**config.mk**
```make
export PLATFORM = sky130hd
export DESIGN_NAME = shufflenetv2_acc_requant_flat
export DESIGN_NICKNAME = d
export VERILOG_FILES = /design/src/rtl/shufflenetv2_acc_requant_if.sv /design/src/rtl/shufflenetv2_acc_requant.sv /design/src/flat_wrapper.sv
export SDC_FILE = /design/constraint.sdc
export NUM_CORES = 1
export LEC_CHECK = 0
export ABC_AREA = 1
export CAP_MARGIN = 15
export CORE_MARGIN = 3
export CORE_UTILIZATION = 40
export CTS_CLUSTER_DIAMETER = 80
export DETAILED_ROUTE_END_ITERATION = 7
export SKIP_CTS_REPAIR_TIMING = 1
export SLEW_MARGIN = 20
export SYNTH_ARGS = -nofsm -noshare
export SYNTH_HDL_FRONTEND = slang
export SYNTH_SLANG_ARGS = --single-unit
```
**constraint.sdc**
```tcl
create_clock -name ap_clk -period 13.35 [get_ports ap_clk]
set_input_delay 2.0025 -clock ap_clk [delete_from_list [all_inputs] [get_ports ap_clk]]
set_output_delay 2.0025 -clock ap_clk [all_outputs]
set_load 0.005 [all_outputs]
```
**src/rtl/shufflenetv2_acc_requant_if.sv**
```systemverilog
// shufflenetv2_acc_requant_if: product input stream and activation output stream.
interface shufflenetv2_acc_requant_if #(parameter int PROD_W = 22);
    logic              in_valid;
    logic              in_ready;
    logic [PROD_W-1:0] in_prod;
    logic [4:0]        in_shift;
    logic              out_valid;
    logic              out_ready;
    logic [7:0]        out_data;
    modport slave (
        input  in_valid, in_prod, in_shift, out_ready,
        output in_ready, out_valid, out_data
    );
    modport master (
        output in_valid, in_prod, in_shift, out_ready,
        input  in_ready, out_valid, out_data
    );
endinterface

```
**src/rtl/shufflenetv2_acc_requant.sv**
```systemverilog
// shufflenetv2_acc_requant: sums ACC_LEN products, round-half-up shifts, saturates to u8.
module shufflenetv2_acc_requant #(
    parameter int ACC_LEN = 9,
    parameter int PROD_W  = 22,
    parameter int ACC_W   = 26
) (
    input logic                       ap_clk,
    input logic                       ap_rst,
    shufflenetv2_acc_requant_if.slave io
);
    localparam int CNT_W = ACC_LEN > 1 ? $clog2(ACC_LEN) : 1;
    typedef enum logic {ACC, HOLD} state_t;
    state_t           state_q;
    logic [CNT_W-1:0] cnt_q;
    logic [ACC_W-1:0] acc_q;
    logic             out_valid_q;
    logic [7:0]       out_data_q;
    logic             accept;
    logic             last;
    logic [4:0]       sh;
    logic [ACC_W-1:0] acc_d;
    logic [ACC_W:0]   bias;
    logic [ACC_W:0]   shifted;
    logic [ACC_W:0]   r;
    logic [7:0]       out_data_d;
    assign io.in_ready  = (state_q == ACC);
    assign io.out_valid = out_valid_q;
    assign io.out_data  = out_data_q;
    assign accept = io.in_valid && io.in_ready;
    assign last   = (cnt_q == CNT_W'(ACC_LEN - 1));
    assign sh     = io.in_shift;
    // first product of a window loads instead of adding, so no clear cycle is needed
    assign acc_d      = ((cnt_q == '0) ? '0 : acc_q) + ACC_W'(io.in_prod);
    assign bias       = (sh == 5'd0) ? '0 : ((ACC_W+1)'(1) << (sh - 5'd1));
    assign shifted    = ({1'b0, acc_d} + bias) >> sh;
    assign r          = (32'(sh) >= ACC_W) ? '0 : shifted;
    assign out_data_d = (r > (ACC_W+1)'(255)) ? 8'hff : r[7:0];
    always_ff @(posedge ap_clk or posedge ap_rst) begin
        if (ap_rst) begin
            state_q     <= ACC;
            cnt_q       <= '0;
            acc_q       <= '0;
            out_valid_q <= 1'b0;
            out_data_q  <= '0;
        end else begin
            if (accept) begin
                acc_q <= acc_d;
                if (last) begin
                    cnt_q       <= '0;
                    out_data_q  <= out_data_d;
                    out_valid_q <= 1'b1;
                    state_q     <= HOLD;
                end else begin
                    cnt_q <= cnt_q + CNT_W'(1);
                end
            end
            if (state_q == HOLD && io.out_ready) begin
                out_valid_q <= 1'b0;
                state_q     <= ACC;
            end
        end
    end
endmodule

```
**src/flat_wrapper.sv**
```systemverilog
// flat-port wrapper written by rule: the top's interface ports become plain ports
module shufflenetv2_acc_requant_flat 
#(
    parameter int ACC_LEN = 9,
    parameter int PROD_W  = 22,
    parameter int ACC_W   = 26
)
  (ap_clk, ap_rst, io_in_valid, io_in_prod, io_in_shift, io_out_ready, io_in_ready, io_out_valid, io_out_data);
  shufflenetv2_acc_requant_if #(.PROD_W(PROD_W)) io_i ();
  input logic ap_clk;
  input logic ap_rst;
  input wire logic [$bits(io_i.in_valid)-1:0] io_in_valid;
  input wire logic [$bits(io_i.in_prod)-1:0] io_in_prod;
  input wire logic [$bits(io_i.in_shift)-1:0] io_in_shift;
  input wire logic [$bits(io_i.out_ready)-1:0] io_out_ready;
  output wire logic [$bits(io_i.in_ready)-1:0] io_in_ready;
  output wire logic [$bits(io_i.out_valid)-1:0] io_out_valid;
  output wire logic [$bits(io_i.out_data)-1:0] io_out_data;
  assign io_i.in_valid = io_in_valid;
  assign io_i.in_prod = io_in_prod;
  assign io_i.in_shift = io_in_shift;
  assign io_i.out_ready = io_out_ready;
  assign io_in_ready = io_i.in_ready;
  assign io_out_valid = io_i.out_valid;
  assign io_out_data = io_i.out_data;
  shufflenetv2_acc_requant #(.ACC_LEN(ACC_LEN), .PROD_W(PROD_W), .ACC_W(ACC_W)) u_core (.ap_clk(ap_clk), .ap_rst(ap_rst), .io(io_i));
endmodule
```
==> results.yml <==
timing:
  period_needed_ns: 7.036
  rsz0062_at_grt: "false"
  tightestPinTransition_ns: 0.7906
  hold_viol: 0
  fin_crit_sh: 0.5270
  skew_ns: 0.006376
  setup_viol: 0
  fin_setup_tns_ns: 0
  fmax_ghz: 0.1421
  setup_slack_ns: 6.314
  slew_violations: 0
  slew_headroom: 0.4710
setup_path:
  worst_path_dominant_cell_family: "simple AND/OR/NAND/NOR gates"
  crit_path_end_kind: "flip-flop"
  critPathMaxFanout: 33
  slowest_stage: "fa_1"
  cp.required_ns: 13.54
  worstSetupPathType: "input pin to flip-flop"
  critical_path_buf_inv_count: 10
  crit_top_cell: "nand2_1"
  critical-path-max-stage-delay_ns: 0.40
  cp_data_arrival_time_ns: 7.22
  startpoint_type: "input pin"
power_and_ir_drop:
  power_density_mw_per_mm2: 258.3
  ir_worst_vdd_mv: 0.1116
  total_power_uw: 1850
  p_leak_uw: 0.003934
yosys:
  yosys-top-cells-area: "nand2_1 21%, dfrtp_1 15%, inv_1 11%"
  synth_edf_count: 0
  async_flop_share: 1.000
  syn_area_mm2: 0.006415
  syn-instance-count: 1153
  yosys.area.top_type: "nand2_1"
  seq_area_frac_synth: 0.1521
  netlist.area_leader.share: 0.2106
  synth-seq-cells: 39
  ys.warnings.count: 0
  postSynthAreaPerCell_um2: 5.564
  yosysUniqueCellTypes: 39
  synth_ff_type: "dfrtp_1"
  synth_nets: 1236
global_route:
  grt_overflow: 0
  grt_pass1_wl_um: 32910
  antenna_found_initial: 0
  grt_util_met2: 0.3619
  grt_max_degree: 44
  grt_use_met1: 0.3272
  grt_usage: 0.2273
  grt_pass1_vias: 6415
  use_met3: 0.02890
  top_usage_layer: "met2"
placement:
  gp_congestion: 0.9412
  pre_cts_ws_ns: 6.151
  place_inst: 1382
  io_buffer_count: 40
  dp_hpwl_um: 16770
finish:
  nNetsFinal: 1261
  final_cells: 1390
  drive_gt1_frac: 0.05089
  area_growth_pct: 11.62
  diodes: 0
  finish.utilization: 0.4642
floorplan:
  start_util: 0.4158
  die_area_mm2: 0.01759
  io-pin-count: 41
  fp.dieW_um: 132.6
  row_count: 45
  die_h_um: 132.6
  core_mm2: 0.01543
detailed_routing:
  drtIter0Drc: 531
  routedWlPerCell_um: 14.41
  post_drt_via_cell_ratio: 5.067
  route.vias.total: 7043
  ant_nets: 0
  drc_errors: 0
  firstDrtPassIters: 5
  wirelength_um: 20020
clock_network:
  cts.sinks: 39
  clk_latency_ns: 0.29
  cts_buffer_depth: 2
  cts-root-buf: "clkbuf_16"
  cts.clk_slew.worst_paths_ns: 0.06
  numCtsBuffers: 5
  htree_levels: 2
  tritoncts: "done"
run:
  cap_violations: 0
min_path:
  hold_class: "flip-flop to flip-flop"
outcome:
  outcome: "complete, no violations"
==> worst paths after layout <==
path                                  startpoint                    end  slack [ns]  depth (start not counted)
worst max register to register   u_core.cnt_q[0]  u_core.io.out_data[2]        7.28                         37
worst max-delay path              io_in_shift[2]  u_core.io.out_data[2]        6.31                         34
max in group asynchronous                 ap_rst       u_core.acc_q[17]       10.83                          3
min in group asynchronous                 ap_rst  u_core.io.out_data[7]        2.15                          3
worst min register to register  u_core.acc_q[22]       u_core.acc_q[22]        0.49                          2
worst min-delay path            u_core.acc_q[22]       u_core.acc_q[22]        0.49                          2
==> Yosys cell counts (8+ instances only) <==
library cell / instances
inv_1: 195
a21oi_1: 51
nand4_1: 22
ha_1: 50
xnor2_1: 8
nor2_2: 8
nand2_2: 14
nor2_1: 106
xor2_1: 23
o21ai_0: 49
nand3_1: 133
o211ai_1: 8
nor3_1: 10
clkbuf_1: 13
buf_2: 10
nand2_1: 360
or2_2: 10
dfrtp_1: 39
==> sequential cells by signal (all words and copies together), names as in the netlist <==
| signal | flops |
|---|---|
| u_core.acc_q | 26 |
| u_core.cnt_q | 4 |
| u_core.io.out_data | 8 |
| u_core.io.out_valid | 1 |
==> where the power goes <==
| part | switching, µW | internal, µW |
|---|---|---|
| Combinational | 1020 | 512 |
| Clock | 51.1 | 69.8 |
| Sequential | 21.4 | 176 |
| Total | 1090 | 758 |
==> metal layers <==
| metal | share of wire | up-vias |
|---|---|---|
| met5 | 0 | - |
| met4 | 0.022 | 0 |
| met3 | 0.056 | 25 |
| met2 | 0.44 | 198 |
| met1 | 0.48 | 3109 |
| li1 | - | 3711 |
==> final cells by class <==
cell class / count / area [µm²]
Fill cell: 1786 / 8267
Tap cell: 211 / 264.0
Clock inverter: 3 / 23.77
Sequential cell: 39 / 975.9
Inverter: 198 / 743.2
Clock buffer: 5 / 125.1
Multi-Input combinational cell: 886 / 4568
Timing Repair Buffer: 48 / 460.4
==> worst min-delay path: stages (launching register included) <==
cell and delay, ns:
dfrtp_1 0.35, nand2_1 0.05, nand2_1 0.05
==> layout by cell type, fill, tap and decap left out, types with 3 or more instances in the layout <==
master / synthesis / final
a21oi_1: 51 / 51
a31oi_1: 5 / 5
buf_4: 2 / 8
clkbuf_16: 0 / 5
clkdlybuf4s50_1: 0 / 40
dfrtp_1: 39 / 39
ha_1: 50 / 50
inv_1: 195 / 195
nand2_1: 360 / 360
nand2_2: 14 / 14
nand3_1: 133 / 133
nand3_2: 5 / 5
nand3b_1: 4 / 4
nand4_1: 22 / 22
nor2_1: 106 / 106
nor2_2: 8 / 8
nor3_1: 10 / 9
o211ai_1: 8 / 8
o21ai_0: 49 / 49
o21bai_1: 3 / 3
o221ai_1: 3 / 3
or2_2: 10 / 10
xnor2_1: 8 / 8
xor2_1: 23 / 23
==> stage by stage <==
| stage | hold slack, ns | area (µm²) |
|---|---|---|
| after floorplan | 0.4494 | 6415 |
| after global placement | 0.4716 | 7012 |
| after detailed placement | 0.4735 | 7012 |
| after CTS | 0.4954 | 7161 |
| after global routing | 0.5329 | 7161 |
| final | 0.4913 | 7161 |
==> logic make-up after synthesis <==
logic type,share of synthesized area
and+or+nand+nor,0.4554
muxes,0.001560
DFF,0.1521
adders and majority gates,0.1038
AOI/OAI and AO/OA,0.1083
buffers and inverters,0.1365
xor gates and xnor gates,0.04232
(Power assumes the default switching activity.)
